===== src/rtl/issue_ctrl_pkg.sv =====
// Shared ISA types for the issue stage: instruction payload, station type,
// instruction name and the credit counter width.
package issue_ctrl_pkg;

  localparam int XLEN          = 32;
  localparam int ST_DEPTH_DEF  = 8;
  localparam int ROB_DEPTH_DEF = 32;

  // Station type doubles as the index into the per-station credit array.
  typedef enum logic [1:0] {
    ST_ALU = 2'd0,
    ST_LSU = 2'd1,
    ST_BR  = 2'd2,
    ST_MUL = 2'd3
  } st_type_e;

  // UNKNOWN marks a slot the resolver could not decode; it is a bubble.
  typedef enum logic [3:0] {
    UNKNOWN = 4'd0,
    ADD     = 4'd1,
    SUB     = 4'd2,
    LW      = 4'd3,
    SW      = 4'd4,
    BEQ     = 4'd5,
    BNE     = 4'd6,
    JAL     = 4'd7,
    MUL     = 4'd8,
    DIV     = 4'd9
  } instr_name_e;

  typedef struct packed {
    logic [XLEN-1:0] address;
    logic [XLEN-1:0] immediate;
    instr_name_e     instr_name;
    st_type_e        st_type;
    logic [4:0]      rs1;
    logic [4:0]      rs2;
    logic [4:0]      rd;
    logic [3:0]      flags;
  } instr_info_t;

  // Bits needed to hold any credit value from 0 up to the larger depth.
  function automatic int cred_width(input int st_depth, input int rob_depth);
    return $clog2(((st_depth > rob_depth) ? st_depth : rob_depth) + 1);
  endfunction

  localparam int CRED_W = cred_width(ST_DEPTH_DEF, ROB_DEPTH_DEF);

endpackage


===== src/rtl/issue_credit_ctr.sv =====
// Free-entry credit counter for one reservation station or the ROB.
// Counts down on issue, up on release, saturates at DEPTH.
module issue_credit_ctr
  import issue_ctrl_pkg::*;
#(
  parameter int DEPTH = ST_DEPTH_DEF,
  parameter int CW    = CRED_W,
  parameter int RW    = 2
) (
  input  logic          clk,
  input  logic          reset,
  input  logic          flush,
  input  logic [RW-1:0] consume,
  input  logic [RW-1:0] rel,
  output logic [CW-1:0] credit
);

  localparam int SW = CW + 1;

  logic [SW-1:0] sum;
  logic          overflow;

  // Net credit after this cycle; one spare bit exposes an overflow.
  always_comb begin
    sum      = SW'(credit) + SW'(rel) - SW'(consume);
    overflow = (sum > SW'(DEPTH));
  end

  // Credit register: full on reset or flush, otherwise saturating update.
  // NOTE: state is written with <= so every flop samples pre-edge values.
  always_ff @(posedge clk) begin
    if (!reset) begin
      credit <= CW'(DEPTH);
    end else if (flush) begin
      credit <= CW'(DEPTH);
    end else if (overflow) begin
      credit <= CW'(DEPTH);
    end else begin
      credit <= sum[CW-1:0];
    end
  end

  // Releasing more entries than were ever taken is a protocol error upstream.
  a_no_overflow: assert property (@(posedge clk) disable iff (!reset || flush) !overflow);

endmodule


===== src/rtl/issue_ctrl.sv =====
// N-way in-order issue stage. Issues the oldest contiguous prefix of a group
// that fits the station and ROB credits, parks the rest in a hold buffer and
// stalls upstream until the group has drained.
module issue_ctrl
  import issue_ctrl_pkg::*;
#(
  parameter int WIDTH     = 2,
  parameter int ST_COUNT  = 4,
  parameter int ST_DEPTH  = ST_DEPTH_DEF,
  parameter int ROB_DEPTH = ROB_DEPTH_DEF
) (
  input  logic                                      clk,
  input  logic                                      reset,
  input  logic                                      flush,
  input  logic        [WIDTH-1:0]                   in_valid,
  input  instr_info_t [WIDTH-1:0]                   in_instr,
  output logic                                      in_ready,
  output logic        [WIDTH-1:0]                   out_valid,
  output instr_info_t [WIDTH-1:0]                   out_instr,
  input  logic        [ST_COUNT-1:0][$clog2(WIDTH+1)-1:0] st_release,
  input  logic        [$clog2(WIDTH+1)-1:0]         rob_release,
  output logic                                      stop
);

  localparam int RW = $clog2(WIDTH + 1);
  localparam int CW = cred_width(ST_DEPTH, ROB_DEPTH);

  logic        [WIDTH-1:0]            hold_valid;
  instr_info_t [WIDTH-1:0]            hold_instr;
  logic        [WIDTH-1:0]            cand_valid;
  instr_info_t [WIDTH-1:0]            cand_instr;
  logic        [WIDTH-1:0]            issue;
  logic        [WIDTH-1:0]            remain;
  logic        [ST_COUNT-1:0][RW-1:0] st_consume;
  logic        [RW-1:0]               rob_consume;
  logic        [ST_COUNT-1:0][CW-1:0] st_credit;
  logic        [CW-1:0]               rob_credit;
  logic        [ST_COUNT-1:0][CW-1:0] run_st;
  logic        [CW-1:0]               run_rob;
  logic                               blocked;

  // The hold buffer occupancy is the only handshake state.
  assign in_ready = ~|hold_valid;
  assign stop     = ~in_ready;

  // Candidates: the parked remainder if any, else the incoming group.
  always_comb begin
    cand_valid = in_ready ? in_valid : hold_valid;
    cand_instr = in_ready ? in_instr : hold_instr;
  end

  // In-order select: walk slots from 0, spending running credits, and stop
  // at the first non-bubble slot that does not fit.
  // NOTE: every output gets a default first so no path infers a latch.
  always_comb begin
    issue       = '0;
    remain      = '0;
    st_consume  = '0;
    rob_consume = '0;
    run_st      = st_credit;
    run_rob     = rob_credit;
    blocked     = 1'b0;
    for (int i = 0; i < WIDTH; i++) begin
      if (cand_valid[i] && (cand_instr[i].instr_name != UNKNOWN)) begin
        if (!blocked && (run_st[cand_instr[i].st_type] != '0) && (run_rob != '0)) begin
          issue[i]                           = 1'b1;
          run_st[cand_instr[i].st_type]      = run_st[cand_instr[i].st_type] - CW'(1);
          run_rob                            = run_rob - CW'(1);
          st_consume[cand_instr[i].st_type]  = st_consume[cand_instr[i].st_type] + RW'(1);
          rob_consume                        = rob_consume + RW'(1);
        end else begin
          blocked   = 1'b1;
          remain[i] = 1'b1;
        end
      end
    end
  end

  // Issue strobes and hold-buffer occupancy; flush drops everything in flight.
  always_ff @(posedge clk) begin
    if (!reset) begin
      hold_valid <= '0;
      out_valid  <= '0;
      out_instr  <= '0;
    end else if (flush) begin
      hold_valid <= '0;
      out_valid  <= '0;
    end else begin
      hold_valid <= remain;
      out_valid  <= issue;
      for (int i = 0; i < WIDTH; i++) begin
        out_instr[i] <= issue[i] ? cand_instr[i] : '0;
      end
    end
  end

  // Hold payload follows the candidates; a held slot reloads its own value.
  // NOTE: payload storage is not reset; hold_valid qualifies every read.
  always_ff @(posedge clk) begin
    hold_instr <= cand_instr;
  end

  for (genvar s = 0; s < ST_COUNT; s++) begin : g_st_ctr
    issue_credit_ctr #(
      .DEPTH (ST_DEPTH),
      .CW    (CW),
      .RW    (RW)
    ) u_st_ctr (
      .clk     (clk),
      .reset   (reset),
      .flush   (flush),
      .consume (st_consume[s]),
      .rel     (st_release[s]),
      .credit  (st_credit[s])
    );
  end

  issue_credit_ctr #(
    .DEPTH (ROB_DEPTH),
    .CW    (CW),
    .RW    (RW)
  ) u_rob_ctr (
    .clk     (clk),
    .reset   (reset),
    .flush   (flush),
    .consume (rob_consume),
    .rel     (rob_release),
    .credit  (rob_credit)
  );

endmodule

===== config.mk =====
export PLATFORM = sky130hd
export DESIGN_NAME = issue_ctrl
export DESIGN_NICKNAME = d
export VERILOG_FILES = /design/src/rtl/issue_ctrl_pkg.sv /design/src/rtl/issue_credit_ctr.sv /design/src/rtl/issue_ctrl.sv
export SDC_FILE = /design/constraint.sdc
export NUM_CORES = 1
export LEC_CHECK = 0
export CAP_MARGIN = 20
export CORE_ASPECT_RATIO = 1.25
export CORE_MARGIN = 4
export CORE_UTILIZATION = 25
export DETAILED_ROUTE_END_ITERATION = 8
export SLEW_MARGIN = 20
export SYNTH_ARGS = -nofsm -noshare
export SYNTH_HDL_FRONTEND = slang
export SYNTH_SLANG_ARGS = --single-unit

===== constraint.sdc =====
create_clock -name clk -period 15.7 [get_ports clk]
set_input_delay 1.57 -clock clk [delete_from_list [all_inputs] [get_ports clk]]
set_output_delay 1.57 -clock clk [all_outputs]
set_load 0.1 [all_outputs]

==> flow_metrics.tcl <==
set metrics [dict create \
    synth_area_per_cell_sq_um 8.06 \
    synth-async-reset-ratio 0 \
    ys_seq_elements 390 \
    viasPerCell 4.52 \
    synth-main-ff-cell "dfxtp_1" \
    synth-edff-count 0 \
    post-route-util 0.347 \
    outcome "finished, final reports clean" \
    design_area_sq_um 22100 \
    layout-drive-gt1-share 0.0463 \
    cts_buffers 43 \
    power.total_uw 3240 \
    power_density_nw_per_um2 147 \
    synth_area_leaders "dfxtp_1, nand2_1, and2_1" \
    antenna_left 0 \
    tns_ns 0 \
    ctsResizeCount 0 \
    most-common-layout-cells "nand2_1, dfxtp_1, clkdlybuf4s50_1, o21ai_0, and2_1" \
    syn2layout_area_growth_pct 37.1 \
    grt_pass1_vias 14300 \
    core_sq_um 63500 \
    clk_latency_ns 0.58 \
    maxSlewViolCount 0 \
    die_width_um 235 \
    drt_iter0_markers 682 \
    seq_area_frac_synth 0.485 \
    synth_top_area_cell "dfxtp_1" \
    setup.worst_path.start_class "input pin" \
    overflow 0 \
    htree_levels 2 \
    multi_input_area_sq_um 7510 \
    tritoncts "yes" \
    place_congestion 0.854 \
    routed_wl_um 52500 \
    grt_use_total 0.145 \
    end_kind "flip-flop" \
    crit_arrival_ns 8.77 \
    ys_types 73 \
    fin_ws_ns 7.40 \
    fmaxAchievable_ghz 0.120 \
    crit_path_max_fanout 90 \
    final_common_cell "nand2_1" \
    avgRoutedWirePerCell_um 16.4 \
    num_vias 14500 \
    rsz0062_at_grt "no" \
    peakVddDrop_v 0.0000787 \
    skew_ns 0.0260 \
    worstHoldPathType "flip-flop to flip-flop" \
    num_rows 103 \
    start_util 0.253 \
    post-route-period-util 0.529 \
    min_period_ns 8.30 \
    critPathKind "input pin to flip-flop" \
    pre_cts_ws_ns 6.87 \
    antenna_found_initial 8 \
    synth_area_sq_um 16100 \
    path_clk_slew_ns 0.06 \
    cts_max_path_buffers 3 \
    fill_cells 6536 \
    postCtsHoldBufs 0 \
    total_leakage_power_uw 0.00915 \
    maxCapViolCount 0 \
    finalHoldViolCount 0 \
    setup_viol 0 \
    maxSlewHeadroom 0.253 \
    worst_pin_slew_ns 1.12 \
    clkSinkCount 390 \
    dp_hpwl_um 35600 \
    dpl_cell_area_sq_um 20500 \
    clockRootBuffer "clkbuf_16" \
    grt_max_degree 122 \
    port_buffers 374 \
    dieArea_sq_um 68500 \
    drc 0 \
    synth_top_area_frac 0.485 \
    io_pins 375 \
    synthCells 1998 \
    firstDrtPassIters 5 \
    cts_post_setup_buffers_inserted 0 \
    yosys_warnings 0 \
    die_h_um 292 \
    required_ns 16.17 \
    final_nets 2566 \
    grt_pass1_wl_um 81300 \
    regArea_sq_um 7810 \
]
state kept, by name, summed over array words and instances, names as in the netlist:
name	cells
hold_instr	178
out_instr	178
g_st_ctr.u_st_ctr.credit	24
u_rob_ctr.credit	6
hold_valid	2
out_valid	2
metal layers:
layer	part of all wire	track usage
met1	0.40	0.168
met2	0.50	0.261
met3	0.048	0.0267
met4	0.044	0.0667
met5	0	0
worst paths after layout:
kind	from	to	slack [ns]	cells after the start
hold / removal	hold_instr[34]	hold_instr[34]	0.45	2
setup / recovery	in_instr[19]	g_st_ctr[2].u_st_ctr.credit[3]	7.40	26
setup reg to reg	hold_valid[0]	g_st_ctr[2].u_st_ctr.credit[3]	7.75	23
hold reg to reg	hold_instr[34]	hold_instr[34]	0.45	2
worst max-delay path: stages:
cell             delay, ns
clkdlybuf4s50_1       0.46
or3b_1                0.26
and2_1                0.44
clkinv_1              0.38
mux4_1                0.37
inv_1                 0.08
ha_1                  0.26
inv_1                 0.17
nor4_4                0.50
a21oi_1               0.17
mux2i_1               0.19
nand4_1               0.20
o21ai_4               0.24
buf_4                 0.73
nor3_1                0.16
fa_1                  0.60
inv_1                 0.06
ha_1                  0.30
a21o_1                0.17
a21oi_1               0.24
o21bai_1              0.09
a21oi_1               0.18
xnor2_1               0.08
a2111oi_0             0.36
nand2_1               0.16
or2_2                 0.29
Yosys cell counts, types with 4 or more instances:
cell type    n
a21o_1      12
o21bai_1    10
buf_2        6
o21ai_0    101
nor4_1      12
and3_1       5
nand4_1      6
nor3_1      14
buf_1       12
o211ai_1     6
a21oi_1     33
ha_1        43
a31o_2       6
clkbuf_1    92
o21a_1       8
mux2i_1      9
nor2b_1     85
fa_1        10
o31ai_1      5
inv_1       89
o22ai_1      4
xor2_1       4
inv_2        4
nand3_1     18
a31oi_1     86
dfxtp_1    390
xnor2_1     25
and2_1      98
nor2_1      40
nand2_1    701
area by class of cell:
class / instances / share of cell area
sequential: 390 / 0.354
clock buffer: 66 / 0.0577
multi-input combinational: 1406 / 0.340
clock inverter: 13 / 0.00947
inverter: 94 / 0.0162
timing repair buffer: 385 / 0.174
tap: 840 / 0.0476
antenna: 8 / 0.000907
per-stage QoR:
stage	hold WS, ns	instances
5_1_grt	0.459	3202
4_1_cts	0.448	3193
3_5_place_dp	0.432	3114
2_1_floorplan	0.418	2005
6_report	0.446	3202
3_3_place_gp	0.427	3114
kinds of logic after synthesis:
| family | share of synthesized area |
|---|---|
| flip-flops | 0.485 |
| multiplexers | 0.00886 |
| buffers and inverters | 0.0511 |
| AND/OR/NAND/NOR | 0.273 |
| AO/OA/AOI/OAI | 0.120 |
| other | 0.000233 |
| XOR/XNOR | 0.0158 |
| adder cells (fa/ha/maj) | 0.0459 |
power by group:
group	leakage, uW	switching, uW	internal (uW)
clock network	0.000724	427	630
logic	0.00520	720	308
registers	0.00323	50.2	1110
(Power assumes the default switching activity.)
